--- src/rtl/pb_irq_pkg.sv ---
// Shared definitions for the PicoBlaze interrupt controller: FSM encodings,
// register offsets and VEC register bit positions.
package pb_irq_pkg;

  typedef enum logic [1:0] {
    IDLE    = 2'd0,
    REQ     = 2'd1,
    SERVICE = 2'd2
  } irq_state_e;

  localparam logic [1:0] REG_PEND = 2'd0;
  localparam logic [1:0] REG_MASK = 2'd1;
  localparam logic [1:0] REG_VEC  = 2'd2;
  localparam logic [1:0] REG_EOI  = 2'd3;

  localparam int VEC_ACTIVE = 7;
  localparam int VEC_ERR    = 6;

  localparam int CNT_W = 10;
  localparam logic [2:0] SPURIOUS_IDX = 3'd7;

endpackage

--- src/rtl/pb_irq_sync_edge.sv ---
// Two-flop synchroniser for one asynchronous event input, followed by a
// registered single-cycle rising-edge pulse.
module pb_irq_sync_edge (
  input  logic clk,
  input  logic reset,
  input  logic src,
  output logic pulse
);

  logic meta_p0;
  logic sync_p1;
  logic prev_p2;

  always_ff @(posedge clk or negedge reset) begin
    if (!reset) begin
      meta_p0 <= 1'b0;
      sync_p1 <= 1'b0;
      prev_p2 <= 1'b0;
      pulse   <= 1'b0;
    end else begin
      // stage 0/1: metastability filter
      meta_p0 <= src;
      sync_p1 <= meta_p0;
      // stage 2: edge detect, registered so PEND sets one cycle later
      prev_p2 <= sync_p1;
      pulse   <= sync_p1 & ~prev_p2;
    end
  end

endmodule

--- src/rtl/pb_irq_ctrl.sv ---
// Fixed-priority interrupt controller for the kcpsm3 PicoBlaze interrupt input.
// Optional ack timeout enabled by defining PB_IRQ_TIMEOUT_EN.
module pb_irq_ctrl
  import pb_irq_pkg::*;
#(
  parameter int         N_SRC       = 8,
  parameter logic [7:0] BASE_ADDR   = 8'hE0,
  parameter int         TIMEOUT_CYC = 1023
) (
  input  logic             clk,
  input  logic             reset,
  input  logic [N_SRC-1:0] irq_src,
  input  logic [7:0]       port_id,
  input  logic             write_strobe,
  input  logic             read_strobe,
  input  logic [7:0]       out_port,
  output logic [7:0]       in_data,
  output logic             interrupt,
  input  logic             interrupt_ack
);

  irq_state_e       state_q, state_d;
  logic [N_SRC-1:0] edge_p;
  logic [N_SRC-1:0] pend_q, pend_d;
  logic [N_SRC-1:0] mask_q, mask_d;
  logic [N_SRC-1:0] enabled;
  logic [N_SRC-1:0] sel_vec;
  logic [N_SRC-1:0] ack_clr;
  logic [N_SRC-1:0] w1c;
  logic [2:0]       sel_idx;
  logic [2:0]       idx_q, idx_d;
  logic             active_q, active_d;
  logic             any_en;
  logic             err;
  logic [7:0]       offset;
  logic             hit;
  logic [1:0]       reg_sel;
  logic             wr_pend, wr_mask, wr_eoi;
  logic [7:0]       rd_d;
  logic [8:0]       unused_inputs;

  assign unused_inputs = {read_strobe, out_port};

  for (genvar g = 0; g < N_SRC; g++) begin : g_src
    pb_irq_sync_edge u_sync_edge (
      .clk   (clk),
      .reset (reset),
      .src   (irq_src[g]),
      .pulse (edge_p[g])
    );
  end

  // Subtracting the base lets the window straddle any alignment.
  assign offset  = port_id - BASE_ADDR;
  assign hit     = (offset[7:2] == 6'd0);
  assign reg_sel = offset[1:0];
  assign wr_pend = write_strobe && hit && (reg_sel == REG_PEND);
  assign wr_mask = write_strobe && hit && (reg_sel == REG_MASK);
  assign wr_eoi  = write_strobe && hit && (reg_sel == REG_EOI);

  assign enabled   = pend_q & mask_q;
  assign any_en    = |enabled;
  assign interrupt = (state_q == REQ);

  // Lowest index wins: scan downwards so the last match is the smallest.
  always_comb begin
    sel_idx = 3'd0;
    sel_vec = '0;
    for (int i = N_SRC - 1; i >= 0; i--) begin
      if (enabled[i]) begin
        sel_idx    = 3'(i);
        sel_vec    = '0;
        sel_vec[i] = 1'b1;
      end
    end
  end

`ifdef PB_IRQ_TIMEOUT_EN
  logic [CNT_W-1:0] cnt_q, cnt_d;
  logic             err_q, err_d;
  assign err = err_q;
`else
  localparam int unused_timeout = TIMEOUT_CYC;
  assign err = 1'b0;
`endif

  always_comb begin
    state_d  = state_q;
    mask_d   = mask_q;
    idx_d    = idx_q;
    active_d = active_q;
    ack_clr  = '0;
`ifdef PB_IRQ_TIMEOUT_EN
    cnt_d = cnt_q;
    err_d = err_q;
    if (wr_eoi) err_d = 1'b0;
`endif
    if (wr_mask) mask_d = out_port[N_SRC-1:0];

    case (state_q)
      IDLE: begin
        if (any_en) begin
          state_d = REQ;
`ifdef PB_IRQ_TIMEOUT_EN
          cnt_d = '0;
`endif
        end
      end
      REQ: begin
        if (interrupt_ack) begin
          state_d = SERVICE;
          if (any_en) begin
            active_d = 1'b1;
            idx_d    = sel_idx;
            ack_clr  = sel_vec;
          end else begin
            active_d = 1'b0;
            idx_d    = SPURIOUS_IDX;
          end
        end
`ifdef PB_IRQ_TIMEOUT_EN
        else if (cnt_q == CNT_W'(TIMEOUT_CYC - 1)) begin
          state_d = IDLE;
          err_d   = 1'b1;
        end else begin
          cnt_d = cnt_q + 1'b1;
        end
`endif
      end
      SERVICE: begin
        if (wr_eoi) begin
          state_d  = IDLE;
          active_d = 1'b0;
        end
      end
      default: state_d = IDLE;
    endcase

    // A fresh edge is ORed in last so it survives a same-cycle clear.
    w1c    = wr_pend ? out_port[N_SRC-1:0] : '0;
    pend_d = (pend_q & ~w1c & ~ack_clr) | edge_p;
  end

  always_comb begin
    rd_d = 8'h00;
    if (hit) begin
      case (reg_sel)
        REG_PEND: rd_d = 8'(pend_q);
        REG_MASK: rd_d = 8'(mask_q);
        REG_VEC:  rd_d = {active_q, err, 3'b000, idx_q};
        default:  rd_d = 8'h00;
      endcase
    end
  end

  always_ff @(posedge clk or negedge reset) begin
    if (!reset) begin
      state_q  <= IDLE;
      pend_q   <= '0;
      mask_q   <= '0;
      idx_q    <= 3'd0;
      active_q <= 1'b0;
      in_data  <= 8'h00;
`ifdef PB_IRQ_TIMEOUT_EN
      cnt_q    <= '0;
      err_q    <= 1'b0;
`endif
    end else begin
      state_q  <= state_d;
      pend_q   <= pend_d;
      mask_q   <= mask_d;
      idx_q    <= idx_d;
      active_q <= active_d;
      in_data  <= rd_d;
`ifdef PB_IRQ_TIMEOUT_EN
      cnt_q    <= cnt_d;
      err_q    <= err_d;
`endif
    end
  end

endmodule

--- config.mk ---
export PLATFORM = sky130hd
export DESIGN_NAME = pb_irq_ctrl
export DESIGN_NICKNAME = d
export VERILOG_FILES = /design/src/rtl/pb_irq_pkg.sv /design/src/rtl/pb_irq_sync_edge.sv /design/src/rtl/pb_irq_ctrl.sv
export SDC_FILE = /design/constraint.sdc
export NUM_CORES = 1
export LEC_CHECK = 0
export ABC_AREA = 1
export BUFFER_PORTS_ARGS = -buffer_cell sky130_fd_sc_hd__buf_2
export CORE_MARGIN = 1
export CORE_UTILIZATION = 55
export CTS_CLUSTER_DIAMETER = 100
export DETAILED_ROUTE_END_ITERATION = 7
export PLACE_DENSITY = 0.85
export SYNTH_ARGS = -nofsm -noshare
export SYNTH_HDL_FRONTEND = slang
export SYNTH_HIERARCHICAL = 1
export SYNTH_SLANG_ARGS = --single-unit
--- constraint.sdc ---
create_clock -name clk -period 1.55 [get_ports clk]
set_input_delay 0.465 -clock clk [delete_from_list [all_inputs] [get_ports clk]]
set_output_delay 0.465 -clock clk [all_outputs]
set_load 0.03 [all_outputs]
### After elaboration in Yosys (flattened, before gate mapping)

Index checks and enable logic that the tools add are counted.

* register bits after elaboration: 62
* input bits: 29
* output and inout bits: 9
* logic and storage cells: 112

* add/sub/neg operators: 1
* eq/ne operators: 8
* mux-type cells: 31
* bitwise logic cells: 22
* reduce and logical (&&, ||, !) cells: 12

Operator list (number)
* $mux 8: 13
* $mux 3: 9
* $and 8x8->8: 3
* $pmux 8 s3: 1
* $not 8->8: 2
* $and 1x1->1: 8
* $not 1->1: 8
* $or 8x8->8: 1
* $reduce_or 8->1: 1
* $sub 8x8->8 const B: 1
* $eq 2x2->1 const B: 3
* $logic_not 6->1: 1
* $mux 2: 3
* $pmux 2 s3: 1
* $reduce_and 3->1: 2
* $eq 2x1->1 const B: 2
* $logic_and 1x1->1: 4
* $logic_not 2->1: 2
* $ne 2x2->1 const B: 2
* $mux 1: 3
* $ne 2x1->1 const B: 1
* $pmux 1 s2: 1
* $reduce_and 2->1: 1
* $reduce_bool 2->1: 1

### Longest topological paths before layout

* depth after elaboration: 15
* gate-level depth with buffers: 10
* mapped depth without buffers: 9

### Modules after synthesis

Netlist, hierarchy kept.

Modules (own cells, without submodules)
* pb_irq_ctrl: times used 1, cells an instance 195, area each 1516.5 µm², seq. area each 750.7 µm²
* pb_irq_sync_edge: times used 8, cells an instance 6, area each 110.1 µm², seq. area each 100.1 µm²

### Worst setup path after synthesis

Ideal clock, no wire load.

* path kind: input port to flip-flop
* start: in port_id[5]
* end: reg mask_q[6]
* setup time: 0.076 ns
* data arrival time: 1.418 ns
* data required time: 1.474 ns
* path slack: 0.056 ns
* stages: 9
* buffers on the path: 1
* cell sequence: ha_1 > inv_1 > nand3b_1 > nor2_2 > nand2_2 > nor2_2 > buf_4 > nand2_1 > o21ai_1

* cells in the longest elaborated chain, start to end: 4

Ends and longest elaborated chain
* start, declared: RTL line pb_irq_ctrl.sv:13 `input logic [7:0] port_id,`
* $sub 8x8->8: RTL line pb_irq_ctrl.sv:54 `assign offset = port_id - BASE_ADDR;`
* $logic_not 6->1: RTL line pb_irq_ctrl.sv:55 `assign hit = (offset[7:2] == 6'd0);`
* $logic_and 1x1->1 (2 in series): RTL line pb_irq_ctrl.sv:58 `assign wr_mask = write_strobe && hit && (reg_sel == REG_MASK);`
* end signal, assigned: RTL line pb_irq_ctrl.sv:171 `mask_q <= mask_d;`
* end, declared: RTL line pb_irq_ctrl.sv:25 `logic [N_SRC-1:0] mask_q, mask_d;`

Every way passes these cells.
A chain may end at the register's enable or synchronous reset.

### Worst setup path in the final report

* start: reg state_q[1]
* end: out interrupt

* cells in the longest elaborated chain, start to end: 1

Ends and longest elaborated chain
* start, declared: RTL line pb_irq_ctrl.sv:22 `irq_state_e state_q, state_d;`
* start signal, assigned: RTL line pb_irq_ctrl.sv:169 `state_q <= state_d;`
* $eq 2x1->1: RTL line pb_irq_ctrl.sv:63 `assign interrupt = (state_q == REQ);`
* end, declared: RTL line pb_irq_ctrl.sv:18 `output logic interrupt,`

Every way passes these cells.

==> impl_results.md <==
- Syn Nets: 273
- Routability cong.: 0.931
- Detailed Place HPWL: 2.93 mm
- Post-route minimum period: 1490 ps
- DIE AREA: 4630 um2
- Router iterations before antenna repair: 4
- Pwr Density: 1270 nW/um2
- Final hold slack: 139 ps
- Vias in the first global route: 1704
- Synth warn: 6
- Status: finished, final reports clean
- Final instance area: 2850 um2
- N_diodes: 0
- Count of final max-slew check failures: 0
- All-Layer GR Usage: between 20% and 30%
- Seq cells post-synth: 62
- Seq/Total Area, Yosys: 64.7%
- Die height: 68.0 um
- R2R depth: 6
- Synthesized instance count: 243
- Port Buffers: 36
- Largest fanout on the critical path: 3
- Mapped cell area: about 2400 um2
- Kind of critical path: reg -> out
- DRT iter0 DRCs: around 220
- IO Pins: 38
- Antenna Nets Post-Route: 0
- Relative slew slack: 79.3%
- Util after Layout: 69.7%
- Max Freq: roughly 0.67 GHz
- Num CTS Buffers: 9
- Critical Path Source Type: register
- DR DRC count: 0
- Pleak: 1.46 nW
- Initial Util: 58.7%
- Die width: 68.0 um
- CP arrival: around 1000 ps
- Yosys top cell by area: dfrtp_1
- Most frequent cells in the layout: nand2_1, dfrtp_1, buf_2, inv_1, nand3_1
- R2R Path Start: pend_q[2]
- Fin nets: 324
- Tightest Pin Transition: 310 ps
- Root Buffer: clkbuf_8
- Worst R2R Setup Slack: around 140 ps
- Clk buf depth: 2
- Yosys top cell area share: 64.7%
- Unrepaired setup endpoints after global routing: no
- Final hold viol count: 0
- CP Data Required Time: 1080 ps
- Setup violators final: 0
- DP Area: 2680 um2
- Post-synthesis async set-or-reset flop share: 100%
- Per-cell routed wire length: 12.5 um
- Num rows: 23
- EDFF count, synth: 0
- CTS Sinks: 62
- H-tree depth: 3
- GR Overflow Total: 0
- Share of cells above drive strength 1: about a quarter
- Global-route wire length before repair: 7.31 mm
- VDD IR-drop max: 676 uV
- TritonCTS clock tree: done
- Largest net degree at the start of global routing: 63
- Synth-to-layout area growth: 18.8%
- Worst R2R End: state_q[0]
- Cell variety after synth: 20
- Clk_skew: 9.27 ps
- CP Capture Type: output port
- Initial antenna violation count: 0
- Worst-skew pair later-pin latency: 330 ps
- Routed wire length: ~4.3 mm
- Final worst-path cycle share: 96.4%
- Post-DR vias/cell: 5.24
- Worst Hold Class: in -> async
- Top cells by area, synth: dfrtp_1, nand2_1, inv_1
- Clock transition at the registers of the reported paths: 60 ps
- Core Footprint: 4090 um2
- Vias: 1817
- Leading register cell type out of synthesis: dfrtp_1
- Max-cap violations: 0
- Mean post-synth cell area: 9.87 um2
worst max-delay path by stage:
stage,startpoint,cells after the start,slack (ps),to
finish,state_q[1],2,60,interrupt
global route,pend_q[2],6,5,state_q[0]
CTS,state_q[0],3,10,interrupt
detailed placement,port_id[5],10,-150,mask_q[2]
global placement,port_id[5],10,-130,mask_q[2]
floorplan,port_id[5],9,60,mask_q[6]
cells in the mapped netlist (2+ instances only):
library cell	count
a21oi_1	9
a31oi_1	2
buf_2	2
buf_4	2
dfrtp_1	62
inv_1	30
inv_2	5
nand2_1	62
nand2_2	2
nand3_1	15
nand3b_1	2
nand4_1	12
nor2_1	7
nor2_2	13
o21ai_0	8
o21ai_1	5
o22ai_1	2
metrics by stage:
stage | setup WS, ps | TNS (ps) | cells | power [mW]
3_5_place_dp | -146 | -2630 | 332 | 2.46
4_1_cts | 11.9 | 0 | 346 | 3.62
6_report | 55.5 | 0 | 347 | 3.61
2_1_floorplan | 55.8 | 0 | 243 | 2.27
5_1_grt | 5.05 | 0 | 347 | 3.81
3_3_place_gp | -130 | -2300 | 332 | 2.43
flip-flops by register name (all words and copies together), names as in the netlist:
name	flops
active_q	1
g_src.u_sync_edge/sync_p1	8
state_q	2
mask_q	8
pend_q	8
g_src.u_sync_edge/meta_p0	8
idx_q	3
g_src.u_sync_edge/prev_p2	8
in_data	8
g_src.u_sync_edge/pulse	8
final cells by class:
| type | instances | area, um2 |
|---|---|---|
| clock inverter | 2 | 10.0 |
| multi-input combinational | 142 | 689 |
| fill | 308 | 1240 |
| clock buffer | 12 | 145 |
| timing repair buffer | 44 | 259 |
| inverter | 35 | 131 |
| sequential | 62 | 1550 |
| tap | 50 | 62.6 |
metal layers:
| layer | track usage (%) | up-vias | wire length [um] |
|---|---|---|---|
| li1 | - | 875 | - |
| met1 | 27.3 | 853 | 1790 |
| met2 | 34.6 | 77 | 2110 |
| met3 | 7.50 | 12 | 325 |
| met4 | 14.8 | 0 | 119 |
| met5 | 0 | - | 0 |
power by group:
group | leakage, nW | switching, mW | internal (mW)
logic | 0.643 | 0.372 | 0.226
registers | 0.738 | 0.0971 | 1.78
clock network | 0.0821 | 0.537 | 0.600
total | 1.46 | 1.01 | 2.61
kinds of logic after synthesis:
kind of cell | count (synthesis) | synth area share, %
DFF | 62 | 64.7
AOI/OAI and AO/OA | 26 | 5.64
and+or+nand+nor | 115 | 22.6
buffers and inverters | 39 | 6.52
adders and majority gates | 1 | 0.522
critical path: stages, from the launching register on:
cell	delay, ps
dfrtp_1	400
nor2_2	160
buf_6	150
what timing repair did:
item | 4_1_cts | 5_1_grt
hold buffers | 0 | 0
buffers inserted | 0 | 1
setup endpoints to repair | 1 | 1
pin swaps | 0 | 0
gates resized for setup | 1 | 1
cloned | 0 | 0
Note: power is estimated with default switching activity, not from simulation.
